$ cat config.mk
export PLATFORM = sky130hd
export DESIGN_NAME = shift_issue_stage
export DESIGN_NICKNAME = d
export VERILOG_FILES = /design/src/rtl/shift_issue_stage.sv
export SDC_FILE = /design/constraint.sdc
export NUM_CORES = 1
export LEC_CHECK = 0
export ABC_AREA = 1
export CORE_MARGIN = 2
export CORE_UTILIZATION = 53
export CTS_CLUSTER_DIAMETER = 60
export DETAILED_ROUTE_END_ITERATION = 10
export GPL_TIMING_DRIVEN = 0
export PLACE_DENSITY_LB_ADDON = 0.3
export SLEW_MARGIN = 20
export SYNTH_ARGS = -nofsm -noshare
export SYNTH_HDL_FRONTEND = slang
export SYNTH_SLANG_ARGS = --single-unit
$ cat constraint.sdc
create_clock -name clk -period 13.1 [get_ports clk]
set_clock_uncertainty 0.05 [all_clocks]
set_input_delay 2.62 -clock clk [delete_from_list [all_inputs] [get_ports clk]]
set_output_delay 2.62 -clock clk [all_outputs]
set_load 0.005 [all_outputs]
$ cat src/rtl/shift_issue_stage.sv
// rtl/shift_issue_stage.sv - registered issue/retire stage around a combinational barrel shifter
module shift_issue_stage #(
  parameter int WIDTH = 64,
  parameter int TAG_W = 4
) (
  input  logic                       clk,
  input  logic                       rst,
  input  logic                       flush,
  input  logic                       req_valid,
  output logic                       req_ready,
  input  logic [WIDTH-1:0]           req_data,
  input  logic [$clog2(WIDTH)-1:0]   req_amt,
  input  logic                       req_dir,
  input  logic [1:0]                 req_type,
  input  logic [TAG_W-1:0]           req_tag,
  output logic [WIDTH-1:0]           sh_in,
  output logic [$clog2(WIDTH)-1:0]   sh_ct,
  output logic                       sh_dir,
  output logic [1:0]                 sh_type,
  input  logic [WIDTH-1:0]           sh_out,
  output logic                       rsp_valid,
  input  logic                       rsp_ready,
  output logic [WIDTH-1:0]           rsp_data,
  output logic [TAG_W-1:0]           rsp_tag,
  output logic                       rsp_carry,
  output logic                       rsp_zero,
  output logic                       rsp_neg
);

  localparam int AW = $clog2(WIDTH);

  // Stage register S1
  logic             v1;
  logic [WIDTH-1:0] s1_data;
  logic [AW-1:0]    s1_amt;
  logic             s1_dir;
  logic [1:0]       s1_type;
  logic [TAG_W-1:0] s1_tag;

  // Two-entry output buffer
  logic [WIDTH-1:0] f_data [2];
  logic [TAG_W-1:0] f_tag  [2];
  logic [1:0]       f_carry;
  logic [1:0]       f_zero;
  logic [1:0]       f_neg;
  logic             head;
  logic             tail;
  logic [1:0]       count;

  logic             pop;
  logic             advance;
  logic             accept;
  logic             carry;
  logic [AW-1:0]    lidx;
  logic [AW-1:0]    ridx;

  assign rsp_valid = (count != 2'd0);
  // A pop during flush is ignored because the whole buffer is discarded anyway.
  assign pop       = rsp_valid && rsp_ready && !flush;
  assign advance   = v1 && ((count != 2'd2) || pop);
  // rst gates ready so nothing is offered while the stage is held in reset.
  assign req_ready = !rst && !flush && (!v1 || advance);
  assign accept    = req_valid && req_ready;

  assign sh_in   = s1_data;
  assign sh_ct   = s1_amt;
  assign sh_dir  = s1_dir;
  assign sh_type = s1_type;

  assign rsp_data  = f_data[head];
  assign rsp_tag   = f_tag[head];
  assign rsp_carry = f_carry[head];
  assign rsp_zero  = f_zero[head];
  assign rsp_neg   = f_neg[head];

  // WIDTH-n wraps naturally in AW bits; only used when n != 0.
  assign lidx = {AW{1'b0}} - s1_amt;
  assign ridx = s1_amt - {{(AW-1){1'b0}}, 1'b1};

  // Carry-out: last bit shifted or rotated out of the operand
  always_comb begin
    carry = 1'b0;
    if (s1_amt != '0 && s1_type != 2'd0) begin
      if (s1_type == 2'd3)
        carry = s1_dir ? sh_out[0] : sh_out[WIDTH-1];
      else
        carry = s1_dir ? s1_data[lidx] : s1_data[ridx];
    end
  end

  // S1: load on acceptance, empty when its operation moves into the buffer
  always_ff @(posedge clk or posedge rst) begin
    if (rst) begin
      v1      <= 1'b0;
      s1_data <= '0;
      s1_amt  <= '0;
      s1_dir  <= 1'b0;
      s1_type <= 2'd0;
      s1_tag  <= '0;
    end else if (flush) begin
      v1 <= 1'b0;
    end else if (accept) begin
      v1      <= 1'b1;
      s1_data <= req_data;
      s1_amt  <= req_amt;
      s1_dir  <= req_dir;
      s1_type <= req_type;
      s1_tag  <= req_tag;
    end else if (advance) begin
      v1 <= 1'b0;
    end
  end

  // Output buffer: push shifter result on advance, pop on downstream handshake
  always_ff @(posedge clk or posedge rst) begin
    if (rst) begin
      for (int i = 0; i < 2; i++) begin
        f_data[i] <= '0;
        f_tag[i]  <= '0;
      end
      f_carry <= '0;
      f_zero  <= '0;
      f_neg   <= '0;
      head    <= 1'b0;
      tail    <= 1'b0;
      count   <= 2'd0;
    end else if (flush) begin
      head  <= 1'b0;
      tail  <= 1'b0;
      count <= 2'd0;
    end else begin
      if (advance) begin
        f_data[tail]  <= sh_out;
        f_tag[tail]   <= s1_tag;
        f_carry[tail] <= carry;
        f_zero[tail]  <= (sh_out == '0);
        f_neg[tail]   <= sh_out[WIDTH-1];
        tail          <= ~tail;
      end
      if (pop)
        head <= ~head;
      case ({advance, pop})
        2'b10:   count <= count + 2'd1;
        2'b01:   count <= count - 2'd1;
        default: count <= count;
      endcase
    end
  end

endmodule

* Yosys cells after proc, flatten, opt, wreduce, memory -nomap -nowiden
Index checks and enable logic that the tools add are counted.
** Storage, ports and cells
- Flip-flop bits (word level) :: 224
- Latch bits :: 0
- Bits in writable memories :: 0
- Memory bits (read-only) :: 0
- Input port bits :: 146
- Output and inout port bits :: 146
- Word-level logic and storage cells :: 101
- Memories kept :: 0
** Operators by class
- Add/sub/neg operators :: 4
- $mul :: 0
- Div/mod/pow operators :: 0
- $lt $le $gt $ge :: 8
- Equality and inequality tests :: 4
- Shift-type cells :: 0
- Multiplexer cells :: 40
- Bitwise operators :: 5
- Reduce and logical (&&, ||, !) cells :: 24
** Operators with widths (number)
- $mux W64 :: 4
- $bwmux W128 :: 1
- $demux W64 S1 :: 1
- $logic_not A64 Y1 :: 1
- $mux W1 :: 20
- $mux W4 :: 4
- $lt A6 B7 Y1 const B :: 2
- $bmux W1 S6 :: 2
- $logic_and A1 B1 Y1 :: 9
- $bwmux W8 :: 1
- $reduce_bool A2 Y1 :: 4
- $bwmux W2 :: 3
- $reduce_bool A3 Y1 :: 2
- $reduce_bool A6 Y1 :: 1
- $sub A1 B6 Y6 const A :: 1
- $sub A6 B1 Y6 const B :: 1
- $demux W4 S1 :: 1
- $eq A2 B2 Y1 const B :: 2
- $ge A2 B2 Y1 const B :: 2
- $lt A1 B2 Y1 const B :: 2
- $not A1 Y2 :: 2
- $pmux W2 S2 :: 1
- $reduce_and A2 Y1 :: 2
- $logic_not A1 Y1 :: 3
- 10 further kinds :: 13

* Logic depth before layout (Yosys ltp)
- Word-level depth :: 10
- Gate-level depth with buffers :: 18
- Mapped depth without buffers :: 16

* Worst setup path before layout
No wires, ideal clock.
- Path type :: input to output
- Start :: in rst
- End :: out req_ready
- Data arrival time :: 7.693 ns
- Required time :: 10.430 ns
- Setup slack :: 2.737 ns
- Cell stages on the path :: 3
- Path buffers :: 0
- Cells stage by stage :: inv_1 > nand3_2 > inv_2
** On the way
- Longest elaborated chain between the ends :: 3
** Ends and longest elaborated chain
- start, declared :: RTL line 7 : input logic rst,
- $logic_not A1 Y1 (no source line)
- $logic_and A1 B1 Y1 (2 in a row) :: RTL line 62 : assign req_ready = !rst && !flush && (!v1 || advance);
- end, declared :: RTL line 10 : output logic req_ready,
No other way between the ends.

* Worst setup path after layout
Ends and elaborated chain as after synthesis.

==> impl_metrics.py <==
metrics = {
    "status": {
        "status": "finished clean",
    },
    "floorplanning": {
        "die_w_microns": 149,
        "initial_utilization": 0.545,
        "core-area_sq_um": 20400,
        "placementRows": 52,
        "chipHeight_microns": 149,
        "pin_count": 292,
        "dieArea_sq_um": 22100,
    },
    "routing": {
        "drc_errors": 0,
        "routed_wl_microns": 32700,
        "avgViaCountPerCell": 5.37,
        "detail-route-antenna-nets": 0,
        "wl_per_cell_microns": 17.2,
        "vias": 10200,
        "first_iter_violations": 642,
        "drt-pass1-iter-count": 5,
    },
    "synthesis": {
        "synthDistinctLibCells": 29,
        "ys_seq_area_frac": 0.500,
        "yosys_warnings": 0,
        "ys_ff_latch": 222,
        "postSynthCellCount": 1298,
        "syn_area_per_cell_sq_um": 8.55,
        "syn_area_sq_um": 11100,
        "syn_nets": 1445,
    },
    "worst_setup_path": {
        "r2r.worst_path.cells": 15,
        "r2r_end": "f_carry[0]$_DFFE_PP0P_",
        "crit_path_start_kind": "input port",
        "ff2ff_setup_slack_ns": 10.09,
        "critPathSlowestCell": "clkdlybuf4s50_1",
        "timing.rr.start": "sh_ct[0]$_DFFE_PP0P_",
        "worst-endpoint-arrival_ns": 5.09,
        "crit_start": "rst",
        "worstPathRequired_ns": 10.43,
        "crit_chain": "clkdlybuf4s50_1 -> inv_8 -> buf_16 -> buf_16 -> nand3_2 -> inv_2 -> clkdlybuf4s50_1",
        "cp_max_fo": 89,
        "end_kind": "output port",
        "crit_path_max_incr_delay_ns": 0.53,
        "critical_path_class": "in -> out",
    },
    "clocking": {
        "cts_max_level": 1,
        "cts_buffers": 23,
        "postCtsSetupBuffers": 0,
        "cts_buffer_depth": 3,
        "path_clk_slew_ns": 0.06,
        "clock_latency_ns": 0.50,
        "tritoncts": "yes",
        "ctsResizeCount": 0,
        "clock_tree.root_cell": "clkbuf_16",
        "hold_buffers": 0,
        "cts_num_sinks": 222,
    },
    "power": {
        "p_leak_nw": 7.23,
        "peakVddDrop_uv": 99.3,
        "p_clk_frac": 0.220,
        "power_frac_comb": 0.405,
        "power.density_nw_per_um2": 186,
        "power_frac_seq": 0.375,
        "p_int_mw": 1.87,
        "p_sw_mw": 0.936,
        "switching_share": 0.334,
        "finalPower_mw": 2.81,
    },
    "global_routing": {
        "grt_pass1_vias": 10297,
        "grtUsageTotal": 0.294,
        "grt_start_max_net_pins": 90,
        "grt-ovfl-total": 0,
        "antenna_found_initial": 1,
        "grt_first_pass_wirelength_microns": 51900,
    },
    "placed_design": {
        "placed_cells": 1861,
        "port_buffers": 291,
        "gp_congestion": 0.927,
        "hpwl_microns": 23700,
    },
    "timing": {
        "whs_ns": 0.434,
        "period_minus_slack_ns": 7.76,
        "setup_viol": 0,
        "hold_viol": 0,
        "worstMarginPinSlew_ns": 0.566,
        "grt_setup_unrepaired": "no",
        "fmax_mhz": 129,
        "timing.final.crit_share": 0.592,
        "slew_headroom": 0.619,
        "finalMaxSlewViolations": 0,
    },
    "final_layout": {
        "final_cell_mix": "399 x nand2_1, 291 x clkdlybuf4s50_1, 222 x dfrtp_1",
        "layout-drive-gt1-share": 0.112,
        "final_common_cell": "nand2_1",
        "final_nets": 1763,
        "instances_no_fill": 1900,
        "area_growth_pct": 36.2,
    },
    "min_path": {
        "min_path_cells": 2,
        "min_from": "f_tag[5]$_DFFE_PP0P_",
        "min_path_type": "reg -> reg",
        "holdPathEnd": "f_tag[5]$_DFFE_PP0P_",
    },
    "flow_run": {
        "max-cap-violations": 0,
    },
}
## power groups by stage
stage	logic [mW]	clock network (mW)	registers (mW)
3_3_place_gp	1.09	0	1.05
3_5_place_dp	1.12	0	1.06
5_1_grt	1.24	0.651	1.08
6_report	1.14	0.617	1.05
4_1_cts	1.13	0.623	1.05
2_1_floorplan	0.562	0	1.02
## sequential cells by signal, indices dropped and copies added, names as in the netlist, 2 cells and up
name and flops:
f_data 127, sh_in 64, f_tag 8, sh_ct 6
s1_tag 4, count 2, f_carry 2, f_zero 2
sh_type 2
## final cells by class
class / count / area, sq um
Antenna cell: 1 / 2.50
Buffer: 78 / 457
Clock buffer: 30 / 632
Clock inverter: 8 / 68.8
Fill cell: 1492 / 5250
Inverter: 143 / 544
Multi-Input combinational cell: 855 / 4550
Sequential cell: 222 / 5560
Tap cell: 270 / 338
Timing Repair Buffer: 293 / 2970
## worst max-delay path: cells and delay by family
family,cells,cell delay [ns]
buffers and inverters,6,2.25
AND/OR/NAND/NOR,1,0.12
## metal layers
layer / vias up / part of all wire / GRT usage / routed length (microns)
met5: - / 0 / 0 / 0
li1: 4823 / - / - / -
met3: 87 / 0.079 / 0.0488 / 2580
met2: 468 / 0.49 / 0.505 / 16000
met1: 4822 / 0.40 / 0.379 / 13100
met4: 0 / 0.031 / 0.103 / 1030
## stage by stage
stage	util	setup TNS (ns)	area, sq um	setup WS (ns)
final	0.742	0	15100	5.34
after global routing	0.742	0	15100	5.05
after CTS	0.742	0	15100	5.23
after detailed placement	0.708	0	14400	5.23
after global placement	0.705	-0.00662	14400	-0.00662
after floorplan	-	0	11100	2.74
## worst max path at each step
stage | endpoint | cells past startpoint
after floorplan | req_ready | 3
after global placement | req_ready | 5
after detailed placement | req_ready | 7
after CTS | req_ready | 7
after global routing | req_ready | 7
final | req_ready | 7
## cells by family after synthesis
kind of cell,share of synthesized area
simple gates,0.219
flops,0.500
buf+inv,0.0895
compound gates,0.0977
mux,0.0893
xor+xnor,0.00316
fa+ha+maj,0.00113
## Yosys cell counts
| cell | count | area, sq um |
|---|---|---|
| nor4_1 | 4 | 25.0 |
| nand3_1 | 132 | 661 |
| nor2_1 | 15 | 56.3 |
| nand4_1 | 17 | 106 |
| inv_2 | 7 | 26.3 |
| buf_1 | 2 | 7.51 |
| nand2_8 | 1 | 20.0 |
| a21oi_2 | 9 | 78.8 |
| nor2_2 | 1 | 6.26 |
| nand2_2 | 3 | 18.8 |
| xor2_1 | 4 | 35.0 |
| a211oi_1 | 1 | 7.51 |
| buf_2 | 32 | 160 |
| o21ai_0 | 96 | 480 |
| o32ai_1 | 1 | 8.76 |
| nand2_1 | 399 | 1500 |
| a21oi_1 | 2 | 10.0 |
| o21a_2 | 1 | 8.76 |
| buf_6 | 11 | 124 |
| o21ai_1 | 98 | 490 |
| clkbuf_1 | 22 | 82.6 |
| ha_1 | 1 | 12.5 |
| nor3_1 | 1 | 5.00 |
| buf_4 | 11 | 82.6 |
| inv_1 | 136 | 510 |
| nor2_4 | 2 | 22.5 |
| mux2_4 | 66 | 991 |
| dfrtp_1 | 222 | 5560 |
| nand3_2 | 1 | 10.0 |
(Power assumes the default switching activity.)
